File: config.mk
export PLATFORM = sky130hd
export DESIGN_NAME = octal_frame_serializer_flat
export DESIGN_NICKNAME = d
export VERILOG_FILES = /design/src/rtl/octal_frame_serializer_if.sv /design/src/rtl/octal_frame_serializer.sv /design/src/flat_wrapper.sv
export SDC_FILE = /design/constraint.sdc
export NUM_CORES = 1
export LEC_CHECK = 0
export CORE_ASPECT_RATIO = 1.5
export CORE_MARGIN = 1
export CORE_UTILIZATION = 48
export CTS_CLUSTER_DIAMETER = 200
export CTS_CLUSTER_SIZE = 20
export DETAILED_ROUTE_END_ITERATION = 10
export PLACE_DENSITY_LB_ADDON = 0.05
export SYNTH_ARGS = -nofsm -noshare
export SYNTH_HDL_FRONTEND = slang
export SYNTH_SLANG_ARGS = --single-unit
File: constraint.sdc
create_clock -name clk -period 7.1 [get_ports clk]
set_input_delay 0.71 -clock clk [delete_from_list [all_inputs] [get_ports clk]]
set_output_delay 0.71 -clock clk [all_outputs]
set_load 0.05 [all_outputs]
File: src/rtl/octal_frame_serializer_if.sv
`default_nettype none
//==============================================================================
// Module : octal_frame_serializer_if
// Brief  : 16-bit valid/ready word stream from the serializer to the host FIFO.
// Rev    : 1.0  initial release
//==============================================================================
interface octal_frame_serializer_if;
    logic [15:0] out_data;
    logic        out_valid;
    logic        out_ready;

    modport master (output out_data, output out_valid, input out_ready);
    modport slave  (input out_data, input out_valid, output out_ready);
endinterface
`default_nettype wire

File: src/rtl/octal_frame_serializer.sv
`default_nettype none
//==============================================================================
// Module : octal_frame_serializer
// Brief  : Latches NUM_CH-channel ADC frames and streams each one as a tagged
//          header plus NUM_CH 16-bit words; macro OCTAL_SER_SIGN_EXT_EN selects
//          sign extension of channel words instead of zero extension.
// Rev    : 1.0  initial release
//==============================================================================
module octal_frame_serializer #(
    parameter int         DATA_W  = 14,
    parameter int         NUM_CH  = 8,
    parameter logic [7:0] HDR_TAG = 8'hA5,
    parameter int         CNT_W   = 16
) (
    input  logic                     clk,
    input  logic                     reset,
    input  logic [NUM_CH*DATA_W-1:0] samples,
    input  logic                     sample_valid,
    octal_frame_serializer_if.master out_if,
    output logic                     busy,
    output logic [CNT_W-1:0]         drop_cnt,
    output logic [7:0]               seq
);
    localparam int                 c_SEL_W    = $clog2(NUM_CH);
    localparam int                 c_IDX_W    = c_SEL_W + 1;
    localparam logic [c_IDX_W-1:0] c_LAST_IDX = c_IDX_W'(NUM_CH);

    localparam logic [1:0] c_ST_IDLE = 2'd0;
    localparam logic [1:0] c_ST_HDR  = 2'd1;
    localparam logic [1:0] c_ST_CH   = 2'd2;

    logic [1:0]               r_state,     w_state_nx;
    logic [c_IDX_W-1:0]       r_idx,       w_idx_nx;
    logic [15:0]              r_out_data,  w_out_data_nx;
    logic                     r_out_valid, w_out_valid_nx;
    logic [NUM_CH*DATA_W-1:0] r_pending;
    logic                     r_pending_full;
    logic [DATA_W-1:0]        r_active [NUM_CH];
    logic [CNT_W-1:0]         r_drop_cnt;
    logic [7:0]               r_seq;
    logic                     w_xfer;
    logic                     w_load;
    logic                     w_accept;

    function automatic logic [15:0] f_chan_word(input logic [DATA_W-1:0] s);
`ifdef OCTAL_SER_SIGN_EXT_EN
        return 16'($signed(s));
`else
        return 16'(s);
`endif
    endfunction

    always_comb begin
        w_xfer         = r_out_valid && out_if.out_ready;
        w_load         = 1'b0;
        w_state_nx     = r_state;
        w_idx_nx       = r_idx;
        w_out_data_nx  = r_out_data;
        w_out_valid_nx = r_out_valid;

        case (r_state)
            c_ST_IDLE: begin
                if (r_pending_full) begin
                    w_load = 1'b1;
                end
            end
            c_ST_HDR: begin
                if (w_xfer) begin
                    w_out_data_nx = f_chan_word(r_active[0]);
                    w_idx_nx      = c_IDX_W'(1);
                    w_state_nx    = c_ST_CH;
                end
            end
            c_ST_CH: begin
                if (w_xfer) begin
                    if (r_idx < c_LAST_IDX) begin
                        w_out_data_nx = f_chan_word(r_active[r_idx[c_SEL_W-1:0]]);
                        w_idx_nx      = r_idx + c_IDX_W'(1);
                    end else if (r_pending_full) begin
                        // last word leaves while the next frame waits: chain without a bubble
                        w_load = 1'b1;
                    end else begin
                        w_out_valid_nx = 1'b0;
                        w_state_nx     = c_ST_IDLE;
                    end
                end
            end
            default: begin
                w_out_valid_nx = 1'b0;
                w_state_nx     = c_ST_IDLE;
            end
        endcase

        if (w_load) begin
            w_out_data_nx  = {HDR_TAG, r_seq};
            w_out_valid_nx = 1'b1;
            w_state_nx     = c_ST_HDR;
        end

        // the pending slot is reusable in the same cycle it moves to active
        w_accept = sample_valid && (!r_pending_full || w_load);
    end

    always_ff @(posedge clk) begin
        if (reset) begin
            r_state        <= c_ST_IDLE;
            r_idx          <= '0;
            r_out_data     <= '0;
            r_out_valid    <= 1'b0;
            r_pending_full <= 1'b0;
            r_drop_cnt     <= '0;
            r_seq          <= '0;
        end else begin
            r_state     <= w_state_nx;
            r_idx       <= w_idx_nx;
            r_out_data  <= w_out_data_nx;
            r_out_valid <= w_out_valid_nx;
            if (w_load) begin
                r_seq <= r_seq + 8'd1;
            end
            if (w_accept) begin
                r_pending_full <= 1'b1;
            end else if (w_load) begin
                r_pending_full <= 1'b0;
            end
            if (sample_valid && !w_accept && (r_drop_cnt != '1)) begin
                r_drop_cnt <= r_drop_cnt + CNT_W'(1);
            end
        end
    end

    always_ff @(posedge clk) begin
        if (w_accept) begin
            r_pending <= samples;
        end
        if (w_load) begin
            for (int k = 0; k < NUM_CH; k++) begin
                r_active[k] <= r_pending[k*DATA_W +: DATA_W];
            end
        end
    end

    assign out_if.out_data  = r_out_data;
    assign out_if.out_valid = r_out_valid;
    assign busy             = r_pending_full || (r_state != c_ST_IDLE);
    assign drop_cnt         = r_drop_cnt;
    assign seq              = r_seq;

endmodule
`default_nettype wire

File: src/flat_wrapper.sv
// flat-port wrapper written by rule: the top's interface ports become plain ports
module octal_frame_serializer_flat 
#(
    parameter int         DATA_W  = 14,
    parameter int         NUM_CH  = 8,
    parameter logic [7:0] HDR_TAG = 8'hA5,
    parameter int         CNT_W   = 16
)
  (clk, reset, samples, sample_valid, busy, drop_cnt, seq, out_if_out_data, out_if_out_valid, out_if_out_ready);
  octal_frame_serializer_if out_if_i ();
  input  logic clk;
  input  logic reset;
  input  logic [NUM_CH*DATA_W-1:0] samples;
  input  logic sample_valid;
  output logic busy;
  output logic [CNT_W-1:0] drop_cnt;
  output logic [7:0] seq;
  output wire logic [$bits(out_if_i.out_data)-1:0] out_if_out_data;
  output wire logic [$bits(out_if_i.out_valid)-1:0] out_if_out_valid;
  input wire logic [$bits(out_if_i.out_ready)-1:0] out_if_out_ready;
  assign out_if_out_data = out_if_i.out_data;
  assign out_if_out_valid = out_if_i.out_valid;
  assign out_if_i.out_ready = out_if_out_ready;
  octal_frame_serializer #(.DATA_W(DATA_W), .NUM_CH(NUM_CH), .HDR_TAG(HDR_TAG), .CNT_W(CNT_W)) u_core (.clk(clk), .reset(reset), .samples(samples), .sample_valid(sample_valid), .out_if(out_if_i), .busy(busy), .drop_cnt(drop_cnt), .seq(seq));
endmodule
==> metrics.txt, run 1 <==
Clk pin slew, worst setup/hold paths=0.09 ns; class of the worst hold path=register to register; Fillers=1535; worst-path fanout max=64; ant diodes=0; area of the multi-input gates=2310 sq um; worst skew pair latency=0.49 ns; commonest non-fill, non-tap cells in the layout=edfxtp_1 (224), clkdlybuf4s50_1 (155), dfxtp_1 (47); Hold Path Origin=u_core.r_pending[88]; Setup TNS Final=0 ns; Worst Path Arrival=3.86 ns; Post-synth EDFFs=224; synth unique cells=61; highest metal used=met4; CORE AREA=20600 sq um; count of port buffers added during placement=156; I/O Pins=158; Cell Rows=64; WL/cell=roughly 19 um; worst setup path category=register to register; die height=between 150 and 200 um; Post-Synthesis Cells=579; Root Driver=clkbuf_16; number of global-route vias before repair=5870; total gr overflow=0; RR Startpoint=u_core.r_state[0]; first-pass GRT wire length=30.4 mm; clock buffer depth=3; synthesized area=10200 sq um; DRC=0; Slew @ Worst Pin=1.20 ns; met1 WL=7.50 mm; die area=between 20000 and 25000 sq um; Final period util=48.8%; Via-to-Cell Ratio=5.53; Final Total Pwr=3.01 mW; unrepaired setup endpoints after global routing=no; Initial DRC Count=345; Clock Skew=0.0146 ns; slowest stage delay, CP=0.73 ns; max cap viols=0; GPL Wtd Cong=just under 0.9; outcome=finished clean; dpl ws=3.38 ns; antenna-violating nets left=0; Peak VDD IR=roughly 0.18 mV; WP data required=7.49 ns; Worst path slowest cell=buf_4; storage element area=7730 sq um; reg-to-reg slack, setup=~3.6 ns; vias=approximately 5.6k; post-layout minimum cycle time=about 3.5 ns; DR pass1 iterations=5; post-layout util=approximately 60%; CTS Buf Count=17; Fin. Hold Viols=0; Seq cells post-synth=274; final count of pins violating max slew=0; clk sinks=274; P_leak=4.05 nW; Slew HR=approximately a fifth; final setup violation count=0; die width=about 120 um; layout overhead on the synthesized area=22.4%; WHS Path Cells=0; Mean Syn Cell Area=17.6 sq um; largest net degree at the start of global routing=75; CTS tree=done; post-CTS sizing=0; nets=856; CP Capture Type=register; final worst slack=roughly 3.6 ns; Hold Path Sink=u_core.r_active[6][4]; proportion of layout cells with a drive suffix above 1=10.8%; Initial Utilization=49.5%; DP HPWL=between 10 and 15 mm; WL met3=969 um; crit-path cells=inv_1 -> ha_1 -> a41o_2 -> nand2_1 -> inv_4 -> buf_4 -> a21oi_1 -> a311oi_1; pwr dens=242 nW/um^2; GRT Total Usage=around 18%; CTS Hold Bufs=0; Ys Warns=0; Mapped Nets=702; fmax=289 MHz; setup bufs post-CTS=0; Worst setup SP type=register; CTS HTree Levels=1; wire length on met2=10.3 mm; post-synthesis sequential area ratio=between 70 and 80%; initial antenna violation count=0; final wirelength=slightly below 20 mm; post-synthesis async set-or-reset flop share=0%; FF-to-FF End=u_core.out_if.out_data[8]; worst reg2reg path depth=8; Top FF cell, synth=edfxtp_1; commonest non-fill, non-tap cell in the layout=edfxtp_1
## worst max-delay path: cells and delay by family (launching register included)
family	cells	cell delay, ns
buf+inv	3	1.42
compound gates	3	0.72
fa+ha+maj	1	0.67
flops	1	0.34
simple gates	1	0.14
## power breakdown
| part | total, mW | leakage [nW] | switching [mW] | internal (mW) |
|---|---|---|---|---|
| Clock | 0.944 | 0.227 | 0.490 | 0.454 |
| Combinational | 0.212 | 1.28 | 0.113 | 0.0992 |
| Sequential | 1.86 | 2.55 | 0.0283 | 1.83 |
## layer usage
metal	track usage, %	up-vias
li1	-	2590
met4	6.32	0
met1	22.0	2757
met2	32.2	185
met5	0	-
met3	2.91	35
## area by class of cell
cell class,instances,area share (%)
inverter,10,0.321
multi-input combinational,272,18.5
clock inverter,1,0.0702
tap,264,2.65
clock buffer,28,3.74
timing repair buffer,158,12.7
sequential,274,62.0
## flip-flops by register name (all words and copies together), names as in the netlist, 2 cells and up, named ones only
signal and count:
u_core.out_if.out_data 15, u_core.r_idx 4, u_core.r_pending 112, u_core.r_state 2
u_core.seq 8, u_core.r_active 112, u_core.drop_cnt 16
## per-stage QoR
stage	hold slack [ns]	instance area [sq um]	std cells
floorplan	0.400	10200	579
global placement	0.401	12000	978
detailed placement	0.405	12000	978
CTS	0.415	12500	1007
global route	0.428	12500	1007
finish	0.416	12500	1007
## cell families (layout without fill, tap and decap cells)
logic type,count (synthesis),in the layout,share of synthesized area (%)
adders and majority gates,7,7,0.860
and+or+nand+nor,132,132,6.79
buffers and inverters,33,197,1.54
other,1,1,0.0368
xor gates and xnor gates,7,7,0.602
DFF,274,274,75.9
muxes,57,57,9.16
AOI/OAI and AO/OA,68,68,5.15
## synth_stat cells, types with 4 or more instances
cell type,number,share of area [%]
nor3_1,13,0.64
o31ai_1,4,0.29
nor4_1,6,0.37
nor2_1,29,1.1
dfxtp_1,50,9.8
a311oi_1,9,0.77
buf_1,4,0.15
mux2i_1,10,0.98
mux2_2,19,2.1
edfxtp_1,224,66
ha_1,7,0.86
a211oi_1,4,0.29
a22oi_1,6,0.44
nand2_1,37,1.4
mux4_2,27,6.0
nand3_1,9,0.44
nor2b_1,12,0.74
buf_2,11,0.54
xnor2_1,5,0.43
a21oi_1,20,0.98
clkbuf_1,5,0.18
inv_1,9,0.33
## worst max path at each step
stage / end / slack (ns) / cells after the start / from
after detailed placement: u_core.out_if.out_data[8] / 3.38 / 7 / out_if_out_ready
after CTS: u_core.out_if.out_data[8] / 3.61 / 8 / u_core.r_state[0]
final: u_core.out_if.out_data[8] / 3.64 / 8 / u_core.r_state[0]
after floorplan: u_core.r_pending[0] / 0.36 / 4 / u_core.out_if.out_valid
after global routing: u_core.out_if.out_data[13] / 3.30 / 8 / u_core.r_state[0]
after global placement: u_core.out_if.out_data[13] / 3.55 / 7 / out_if_out_ready
No activity file was read; power rests on OpenSTA's default activity.
==> run 2: changes to the inputs <==
CORE_UTILIZATION = 53   (was 48)
clock period = 3.62 ns   (was 7.1 ns; I/O delays follow)
==> metrics.txt, run 2 (same netlist as run 1, synthesis figures left out) <==
number of global-route vias before repair=about 5.6k; Final period util=78.7%; worst-path fanout max=53; unrepaired setup endpoints after global routing=no; first-pass GRT wire length=28.5 mm; final setup violation count=0; vias=5516; max cap viols=0; layout overhead on the synthesized area=22.9%; final wirelength=~19 mm; post-layout minimum cycle time=approximately 2.8 ns; final count of pins violating max slew=0; fmax=roughly 350 MHz; reg-to-reg slack, setup=0.77 ns; worst skew pair latency=0.49 ns; DP HPWL=12.9 mm; met1 WL=7.24 mm; DR pass1 iterations=5; non-filler cells, final=1001; setup bufs post-CTS=0; total gr overflow=0; Root Driver=clkbuf_16; WP data required=3.78 ns; clk sinks=approximately 270; WL met3=915 um; crit-path cells=inv_1 -> ha_1 -> a41o_2 -> nand2_1 -> inv_4 -> buf_4; CTS tree=done; DRC=0; largest net degree at the start of global routing=79; Worst Path Arrival=3.01 ns; Slew @ Worst Pin=0.986 ns; Fin. Hold Viols=0; Peak VDD IR=0.477 mV; Initial DRC Count=449; final worst slack=0.772 ns; proportion of layout cells with a drive suffix above 1=11.5%; Clk pin slew, worst setup/hold paths=about 0.080 ns; antenna-violating nets left=0; Worst setup SP type=register; GRT Total Usage=19.0%; I/O Pins=158; count of port buffers added during placement=approximately 160; class of the worst hold path=register to register; CP Capture Type=register; die height=172 um; Initial Utilization=54.5%; Via-to-Cell Ratio=5.51; P_leak=4.09 nW; Cell Rows=just over 60; Fillers=1328; # placed instances=971; CTS HTree Levels=1; CORE AREA=18700 sq um; die area=a little under 20000 sq um; pwr dens=472 nW/um^2; commonest non-fill, non-tap cell in the layout=edfxtp_1; nets=861; CTS Hold Bufs=0; slowest stage delay, CP=0.64 ns; Clock Skew=0.0254 ns; highest metal used=met4; initial antenna violation count=0; die width=115 um; Setup TNS Final=0 ns; wire length on met2=10.1 mm; worst setup path category=register to register; CTS Buf Count=17; Worst path slowest cell=ha_1; outcome=finished clean; commonest non-fill, non-tap cells in the layout=edfxtp_1 (224), clkdlybuf4s50_1 (155), dfxtp_1 (47); clock buffer depth=3; Slew HR=33.4%; dpl ws=0.788 ns; post-CTS sizing=0; GPL Wtd Cong=0.906; ant diodes=0; WL/cell=18.6 um
[run 2: cell count changes in the layout (fill, tap and decap cells not counted), sizes merged]
cell  previous run  this run
inv              9        10
buf              3         8
[run 2: cell type report]
class	count	area [sq um]	area share, %
repair buffers	163	1630	13.1
flip-flops and latches	274	7730	61.8
clock inverters	2	17.5	0.140
well taps	252	315	2.52
clock buffers	28	467	3.73
inverters	10	40.0	0.320
multi-input cells	272	2310	18.5
[run 2: metrics by stage]
step / power [mW] / util, % / hold slack (ns) / area (sq um)
floorplan: 3.90 / - / 0.400 / 10200
global placement: 4.12 / 64.3 / 0.402 / 12000
detailed placement: 4.14 / 64.3 / 0.405 / 12000
CTS: 5.97 / 66.9 / 0.403 / 12500
global route: 6.12 / 66.9 / 0.395 / 12500
finish: 5.91 / 66.9 / 0.411 / 12500
[run 2: power by group]
group	internal, mW	leakage (nW)	switching, mW	total [mW]
clock network	0.895	0.231	0.951	1.85
registers	3.58	2.55	0.0576	3.64
logic	0.200	1.30	0.219	0.418
[run 2: per-layer routing]
layer  up-vias  GRT usage (%)
met1      2739           23.1
met2       161           34.9
met5         -              0
met4         0           4.69
li1       2588              -
met3        28           3.17
[run 2: path summary, 6_finish.rpt]
kind	from	to	cells past startpoint
worst max-delay path	u_core.r_state[0]	u_core.r_active[2][4]	6
worst max register to register	u_core.r_state[0]	u_core.r_active[2][4]	6
worst min register to register	u_core.r_pending[2]	u_core.r_active[0][2]	0
worst min-delay path	u_core.r_pending[2]	u_core.r_active[0][2]	0
[run 2: critical path: cells and delay by family, from the launching register on]
family	cells	cell delay, ns
simple gates	1	0.13
fa+ha+maj	1	0.64
compound gates	1	0.32
buf+inv	3	1.05
flops	1	0.35
